`config.mk`:
```
export PLATFORM = sky130hd
export DESIGN_NAME = pixel_clip_queue
export DESIGN_NICKNAME = d
export VERILOG_FILES = /design/src/rtl/pixel_clip_queue.sv
export SDC_FILE = /design/constraint.sdc
export NUM_CORES = 1
export LEC_CHECK = 0
export ABC_CLOCK_PERIOD_IN_PS = 4400
export CORE_ASPECT_RATIO = 1.25
export CORE_MARGIN = 4
export CORE_UTILIZATION = 59
export CTS_BUF_LIST = sky130_fd_sc_hd__clkbuf_8
export DETAILED_ROUTE_END_ITERATION = 16
export PLACE_DENSITY = 0.8
export SETUP_SLACK_MARGIN = 0.05
export SYNTH_ARGS = -nofsm -noshare
export SYNTH_HDL_FRONTEND = slang
export SYNTH_SLANG_ARGS = --single-unit
```
`constraint.sdc`:
```
create_clock -name clk -period 4.4 [get_ports clk]
set_input_delay 0.88 -clock clk [delete_from_list [all_inputs] [get_ports clk]]
set_output_delay 0.88 -clock clk [all_outputs]
set_load 0.02 [all_outputs]
```
`src/rtl/pixel_clip_queue.sv`:
```
// rtl/pixel_clip_queue.sv - clip signed candidate pixels to the frame and queue them for the VGA plot port
module pixel_clip_queue #(
    parameter int DEPTH    = 8,
    parameter int SCREEN_W = 160,
    parameter int SCREEN_H = 120
) (
    input  logic        clk,
    input  logic        rst_n,
    input  logic        clear,
    input  logic        in_valid,
    output logic        in_ready,
    input  logic [8:0]  in_x,
    input  logic [7:0]  in_y,
    input  logic [2:0]  in_colour,
    input  logic        out_en,
    output logic [7:0]  vga_x,
    output logic [6:0]  vga_y,
    output logic [2:0]  vga_colour,
    output logic        vga_plot,
    output logic        empty,
    output logic [15:0] clipped_count,
    output logic [15:0] plotted_count
);

    localparam int             AW      = $clog2(DEPTH);
    localparam logic [AW:0]    DEPTH_C = (AW + 1)'(DEPTH);
    localparam logic [8:0]     X_LIM   = 9'(SCREEN_W);
    localparam logic [7:0]     Y_LIM   = 8'(SCREEN_H);
    localparam logic [15:0]    CNT_MAX = 16'hFFFF;

    logic [17:0]   mem [DEPTH];
    logic [AW-1:0] wr_ptr;
    logic [AW-1:0] rd_ptr;
    logic [AW:0]   count;
    logic          full;
    logic          in_pass;
    logic          accept;
    logic          push;
    logic          pop;
    logic          clip;

    // Sign bit clear means non-negative, so the upper bound can be an unsigned compare.
    assign in_pass  = !in_x[8] && (in_x < X_LIM) && !in_y[7] && (in_y < Y_LIM);
    assign full     = (count == DEPTH_C);
    assign empty    = (count == '0);
    assign in_ready = !full;
    assign accept   = in_valid && in_ready && !clear;
    assign push     = accept && in_pass;
    assign clip     = accept && !in_pass;
    // Pop looks at occupancy before this edge's push, so no same-cycle bypass.
    assign pop      = !empty && out_en && !clear;

    // Storage array: written only on a passing push, never reset.
    always_ff @(posedge clk) begin
        if (push) begin
            mem[wr_ptr] <= {in_x[7:0], in_y[6:0], in_colour};
        end
    end

    // Pointers and occupancy; pointers wrap naturally since DEPTH is a power of two.
    always_ff @(posedge clk or negedge rst_n) begin
        if (!rst_n) begin
            wr_ptr <= '0;
            rd_ptr <= '0;
            count  <= '0;
        end else if (clear) begin
            wr_ptr <= '0;
            rd_ptr <= '0;
            count  <= '0;
        end else begin
            if (push) wr_ptr <= wr_ptr + 1'b1;
            if (pop)  rd_ptr <= rd_ptr + 1'b1;
            if (push && !pop)      count <= count + 1'b1;
            else if (!push && pop) count <= count - 1'b1;
        end
    end

    // Output register: load the head entry on pop; coordinates hold otherwise and through clear.
    always_ff @(posedge clk or negedge rst_n) begin
        if (!rst_n) begin
            vga_x      <= '0;
            vga_y      <= '0;
            vga_colour <= '0;
            vga_plot   <= 1'b0;
        end else if (clear) begin
            vga_plot   <= 1'b0;
        end else begin
            vga_plot <= pop;
            if (pop) begin
                {vga_x, vga_y, vga_colour} <= mem[rd_ptr];
            end
        end
    end

    // Saturating statistics counters.
    always_ff @(posedge clk or negedge rst_n) begin
        if (!rst_n) begin
            clipped_count <= '0;
            plotted_count <= '0;
        end else if (clear) begin
            clipped_count <= '0;
            plotted_count <= '0;
        end else begin
            if (clip && clipped_count != CNT_MAX)     clipped_count <= clipped_count + 1'b1;
            if (vga_plot && plotted_count != CNT_MAX) plotted_count <= plotted_count + 1'b1;
        end
    end

endmodule

```
==> summary.txt, run 1 <==
Power and ir drop
  – Sw Pwr: around 1300 uW
  – Total power draw: roughly 4700 uW
  – Switching Fraction: 28.10%
  – Leak pwr: about 0.0035 uW
  – Worst vdd ir: roughly 0.32 mV
  – Clock share of power: around 30%
  – Power per Cell Area: approximately 470 nW/um2
  – Combinational Power Share: 20.9%
  – Int Power: ~3400 uW
  – Sequential Power Share: 49.7%

Worst setup path
  – Reg2reg setup slack: ~1800 ps
  – Most frequent CP cell: o211ai_1
  – Max incr delay on CP: 550 ps
  – Worst r2r dst: count[3]
  – Crit Path Max Fanout: 9
  – Crit path kind: input pin to register
  – R2r worst-path depth: 9
  – Critical R2R Launch: count[1]
  – Worst setup startpoint: in_x[5]
  – WP data arrival: about 3600 ps
  – End of the critical path: count[3]
  – CP Launch Type: input pin
  – Worst EP required: approximately 4800 ps
  – Critical path capture point type: register
  – CP cell instances: clkdlybuf4s50_1, o21ai_0, nand3_1, nor2_1, nand2_1, ha_1, a21o_1, a21oi_1, o211ai_1, o2111ai_1, o211ai_1
  – Slowest-stage cell, CP: clkdlybuf4s50_1

Clock network
  – H-tree levels: 1
  – Hold buffer count at CTS: 0
  – Cts repair resizes: 0
  – Skew-Pair Late Insertion Delay: ~550 ps
  – CTS root buf: clkbuf_8
  – Clock Sinks: ~210
  – CTS Buf Count: 29
  – Clk buf depth: 3
  – Post-CTS Setup Inserts: 0
  – CTS tree: done
  – Clock-pin slew on the worst setup and hold paths: approximately 60 ps

Cells and area
  – Diodes inserted: 0
  – Count of non-filler cells in the finished layout: 830
  – Nets: ~660
  – Share of layout cells above drive strength 1: 16.49%
  – Area growth syn-to-layout: 19.66%

Drt
  – Wire per inst: 20.19 um
  – Drt via density: between 5 and 6
  – Routed wl met2: 8783 um
  – Vias: 4959
  – Iteration-0 DRC Markers: ~440
  – Met3 WL: a little over 900 um
  – Routed WL: roughly 17000 um
  – Uppermost routed layer: met4
  – Routed Antenna Nets: 0
  – DR DRC count: 0
  – WL met1: about 6800 um
  – Drt pass-1 iters: 5

Outcome
  – Status: finished, final reports clean

Logic synthesis
  – Netlist cell types: 45
  – Syn_area_per_cell: between 15 and 20 um2
  – Top_reg_cell synth: edfxtp_1
  – Area contributors post-synth: edfxtp_1 (52%), dfrtp_1 (18%), mux4_2 (9.7%)
  – Synthesized area: about 8400 um2
  – Mapped Nets: around 560
  – #FFs+latches synth: between 200 and 250
  – Ys Warns: 0
  – Mapped Cells: around 530
  – Asr flop ratio synth: ~30%
  – Post-synth top area share: between 50% and 60%
  – Register area share after synthesis: 69.92%
  – Post-synth top area cell: edfxtp_1
  – Post-synth EDFFs: 144

Global route
  – Pin count of the biggest net entering global routing: 46
  – Remaining Overflow, GRT: 0
  – Gr usage total: between 20% and 30%
  – Via count of the first global-routing pass: between 5000 and 6000
  – Global-route wire length before repair: between 20000 and 30000 um
  – Antenna violations before repair: 0

Floorplan
  – I/O Pins: just under 80
  – Die height: around 140 um
  – Site row count: 48
  – DIE AREA: ~16000 um2
  – Core Region: between 10000 and 15000 um2
  – Die W: 114.5 um
  – Initial cell density of the core: 60.32%

Timing
  – Final min period: 3145 ps
  – Endpoints failing setup: 0
  – Period utilization: 71.48%
  – Max-slew headroom: between 20% and 30%
  – Final Hold Fails: 0
  – Unrepaired setup endpoints after global routing: no
  – Worst Tran Pin Value: 1151 ps
  – Max-slew violation count: 0
  – Fmax: approximately 0.32 GHz
  – Clock skew: between 20 and 25 ps
  – Total negative slack: 0 ps

Placed design
  – I/O Buffers: 77
  – Cells after DPL: approximately 780
  – GPL Wtd Cong: slightly above 0.8
  – Hpwl dp: roughly 11000 um

Hold path
  – Min-Delay Startpoint: vga_y[6]
  – Hold WC Path Type: register to register

Flow run
  – Max-cap viol count: 0
[worst max-delay path, delay by kind of cell]
kind,cells,cell delay [ps]
adders and majority gates,1,290
buffers and inverters,1,550
AOI/OAI and AO/OA,6,1210
and+or+nand+nor,3,620
[cell type report]
class | instances | area (um2)
timing repair buffer | 96 | 945.9
multi-input combinational | 288 | 2401
clock buffer | 31 | 426.7
clock inverter | 23 | 122.6
fill | 870 | 3860
tap | 175 | 219.0
sequential | 205 | 5852
inverter | 12 | 46.29
[layout by cell type, fill, tap and decap left out, drive strengths merged, types with 5 or more instances in the layout]
cell type      synthesis  routed
a21oi                 17      17
buf                   12      20
clkbuf                10      31
clkdlybuf4s50          0      76
clkinv                 1      12
dfrtp                 61      61
edfxtp               144     144
ha                     6       6
inv                   11      21
mux2i                 22      22
mux4                  36      36
nand2                 39      39
nand2b                 5       5
nand3                 15      15
nand4                  6       6
nor2                  31      31
nor3                   9       9
o2111ai                5       5
o21ai                 32      32
o31ai                  5       5
or3                    8       8
xor2                  15      15
[layer usage]
metal,track usage (%),vias up
li1,-,2264
met1,28.23,2525
met2,37.20,145
met3,3.521,25
met4,6.129,0
met5,0,-
[cells by family after synthesis]
kind of cell	after synthesis	synth area share, %
flip-flops	205	69.92
adder cells (fa/ha/maj)	7	1.136
XOR/XNOR	17	1.779
buffers and inverters	34	1.704
AO/OA/AOI/OAI	72	5.114
multiplexers	58	12.32
AND/OR/NAND/NOR	134	8.030
[through the flow]
step | setup slack (ps) | cell area (um2) | hold WS [ps] | utilization (%)
finish | 1255 | 10010 | 479.2 | 72.18
global route | 1073 | 10010 | 506.6 | 72.18
CTS | 1284 | 10010 | 482.8 | 72.18
detailed placement | 726.8 | 9464 | 468.9 | 68.22
global placement | 870.7 | 9464 | 460.9 | 68.22
floorplan | 706.6 | 8368 | 518.2 | -
[power groups by stage]
stage          Sequential, uW  Combinational (uW)  Clock (uW)
5_1_grt                  2380                1070        1530
3_3_place_gp             2390                 964           0
3_5_place_dp             2400                 996           0
4_1_cts                  2360                 998        1420
6_report                 2350                 989        1390
2_1_floorplan            2390                 606           0
[worst min-delay path by stage]
| stage | end | cells past startpoint |
|---|---|---|
| 6_report | vga_y[6] | 2 |
| 5_1_grt | vga_y[6] | 2 |
| 4_1_cts | vga_y[6] | 2 |
| 3_5_place_dp | vga_y[6] | 2 |
| 3_3_place_gp | vga_x[7] | 2 |
| 2_1_floorplan | count[3] | 2 |
[sequential cells by signal, indices dropped and copies added (netlist names)]
name / cells
rd_ptr: 3
vga_plot: 1
vga_y: 7
clipped_count: 16
plotted_count: 16
mem: 144
count: 4
wr_ptr: 3
vga_colour: 3
vga_x: 8
[cell usage after synthesis (4+ instances only)]
| master | n |
|---|---|
| a21oi_1 | 17 |
| buf_2 | 11 |
| clkbuf_1 | 10 |
| dfrtp_1 | 61 |
| edfxtp_1 | 144 |
| ha_1 | 6 |
| inv_1 | 11 |
| mux2i_1 | 22 |
| mux4_2 | 36 |
| nand2_1 | 39 |
| nand2b_1 | 5 |
| nand3_1 | 14 |
| nand4_1 | 6 |
| nor2_1 | 31 |
| nor3_1 | 9 |
| o2111ai_1 | 5 |
| o211ai_1 | 4 |
| o21ai_0 | 32 |
| o31ai_1 | 5 |
| or3_1 | 8 |
| or4_1 | 4 |
| xor2_1 | 15 |
No activity file was read; power rests on OpenSTA's default activity.
==> run 2, diff against run 1 <==
--- a/config.mk
+++ b/config.mk
@@ -5,7 +5,7 @@
 export SDC_FILE = /design/constraint.sdc
 export NUM_CORES = 1
 export LEC_CHECK = 0
-export ABC_CLOCK_PERIOD_IN_PS = 4400
+export ABC_CLOCK_PERIOD_IN_PS = 2950
 export CORE_ASPECT_RATIO = 1.25
 export CORE_MARGIN = 4
 export CORE_UTILIZATION = 59
==> constraint.sdc (replaced) <==
create_clock -name clk -period 2.95 [get_ports clk]
set_input_delay 0.59 -clock clk [delete_from_list [all_inputs] [get_ports clk]]
set_output_delay 0.59 -clock clk [all_outputs]
set_load 0.02 [all_outputs]
==> summary.txt, run 2 (same netlist as run 1, synthesis figures left out) <==
Cells and area
  – Final instance area: 10190 um2 (+1.7%)
  – Commonest cells after routing, fill and taps aside: edfxtp_1 (144), clkdlybuf4s50_1 (76), dfrtp_1 (60)
  – Area growth syn-to-layout: 21.73%
  – Nets: 677 (+2.0%)
  – Fill count: 866 (-0.46%)
  – Biggest regs: mem (144), clipped_count (16), plotted_count (16)
  – Share of layout cells above drive strength 1: 18.86% (+2.4 points)
  – Max FFs per register: 144 (unchanged)
  – Utilization after layout: 73.42% (+1.2 points)
  – Leading cell type in the layout, fill and taps excluded: edfxtp_1
  – Count of non-filler cells in the finished layout: 843 (+1.6%)
  – Most flop-heavy register: mem
  – Diodes inserted: 0 (unchanged)

Worst setup path
  – WP data arrival: 2100 ps (-1450 ps)
  – Critical R2R Launch: count[1]
  – Critical path capture point type: primary output
  – Worst EP required: 2360 ps (-2440 ps)
  – CP Launch Type: register
  – Worst setup startpoint: count[1]
  – Reg2reg setup slack: 340 ps (-1420 ps)
  – Crit Path Max Fanout: 4 (-5)
  – Crit path kind: register to primary output

Clock network
  – CTS tree: done
  – Clk buf depth: 3 (unchanged)
  – Clock-pin slew on the worst setup and hold paths: 60 ps (about the same)
  – Post-CTS Setup Inserts: 0 (unchanged)
  – Clock Sinks: 205 (unchanged)
  – CTS Buf Count: 31 (+6.9%)
  – Hold buffer count at CTS: 0 (unchanged)
  – Cts repair resizes: 0 (unchanged)
  – CTS root buf: clkbuf_8
  – H-tree levels: 1 (unchanged)
  – Skew-Pair Late Insertion Delay: 540 ps (about the same)

Global route
  – Antenna violations before repair: 0 (unchanged)
  – Via count of the first global-routing pass: 5371 (+4.4%)
  – Global-route wire length before repair: 28050 um (+3.6%)
  – Pin count of the biggest net entering global routing: 39 (-15%)
  – Gr usage total: 22.50% (+1.0 points)
  – Remaining Overflow, GRT: 0 (unchanged)

Drt
  – Drt pass-1 iters: 4 (-1)
  – Routed WL: 17510 um (+4.5%)
  – Drt via density: 5.940 (-0.59%)
  – DR DRC count: 0 (unchanged)
  – Iteration-0 DRC Markers: 493 (+12%)
  – Wire per inst: 20.77 um (+2.9%)
  – Vias: 5007 (+0.97%)
  – Routed Antenna Nets: 0 (unchanged)

Timing
  – Unrepaired setup endpoints after global routing: no
  – Period utilization: about nine tenths
  – Final min period: ~2700 ps
  – Worst Tran Pin Value: 771.2 ps (-380.1 ps)
  – Clock skew: 17.28 ps (-4.171 ps)
  – Endpoints failing setup: 0 (unchanged)
  – Worst hold-check slack: 115.9 ps (-363.3 ps)
  – Final Hold Fails: 0 (unchanged)
  – Fmax: ~0.37 GHz
  – Max-slew violation count: 0 (unchanged)
  – Max-slew headroom: 48.59% (+25 points)

Placed design
  – Cells after DPL: 787 (+1.4%)
  – Dpl cell area: 9580 um2 (+1.2%)
  – GPL Wtd Cong: 0.8474 (+2.5%)
  – Hpwl dp: 11310 um (+4.9%)
  – I/O Buffers: 77 (unchanged)

Floorplan
  – Initial cell density of the core: 60.32% (unchanged)
  – Core Region: 13870 um2 (unchanged)
  – Site row count: 48 (unchanged)
  – Die height: 141.2 um (unchanged)
  – I/O Pins: 78 (unchanged)
  – DIE AREA: 16160 um2 (unchanged)
  – Die W: 114.5 um (unchanged)

Power and ir drop
  – Worst vdd ir: 0.5514 mV (+75%)
  – Leak pwr: 0.003575 uW (+2.4%)
  – Power per Cell Area: 711.7 nW/um2 (+50%)

Outcome
  – Status: finished, final reports clean

Hold path
  – Hold WC Path Type: input pin to asynchronous set/reset pin

Flow run
  – Max-cap viol count: 0 (unchanged)
[run 2: cell types whose count changed in the layout (fill, tap and decap cells not counted), sizes merged]
cell,before,now
buf,20,31
clkbuf,31,35
inv,21,19
[run 2: worst paths after layout]
kind,end,depth (start not counted)
min in group clk,vga_x[2],2
worst min-delay path,clipped_count[11],1
worst max register to register,count[3],10
worst min register to register,vga_x[2],2
max in group asynchronous,vga_y[6],2
worst max-delay path,in_ready,2
[run 2: layout make-up]
class / count / area (um2) / area share, %
tap: 175 / 219.0 / 2.150
timing repair buffer: 107 / 1054 / 10.34
sequential: 205 / 5852 / 57.45
clock buffer: 35 / 481.7 / 4.729
multi-input combinational: 288 / 2416 / 23.72
clock inverter: 21 / 117.6 / 1.155
inverter: 12 / 46.29 / 0.4545
[run 2: critical path, stage by stage, from the launching register on]
cell and delay, ps:
dfrtp_1 420, or4b_4 590, clkdlybuf4s50_1 560
[run 2: through the flow]
| stage | worst slack, ps | total power [uW] | TNS (ps) |
|---|---|---|---|
| floorplan | -1.232 | 4467 | -66.39 |
| global placement | 81.46 | 5037 | 0 |
| detailed placement | -109.5 | 5113 | -109.5 |
| CTS | 129.0 | 7312 | 0 |
| global route | 185.4 | 7610 | 0 |
| finish | 261.8 | 7249 | 0 |
[run 2: per-layer routing]
metal,up-vias,track usage [%],routed length (um)
met5,-,0,0
met4,0,7.817,431
met3,45,3.736,1062
met2,180,39.77,9295
met1,2503,27.98,6721
li1,2279,-,-
[run 2: power breakdown]
group	switching (uW)	internal [uW]
clock network	1020	1170
logic	815	810
registers	181	3260
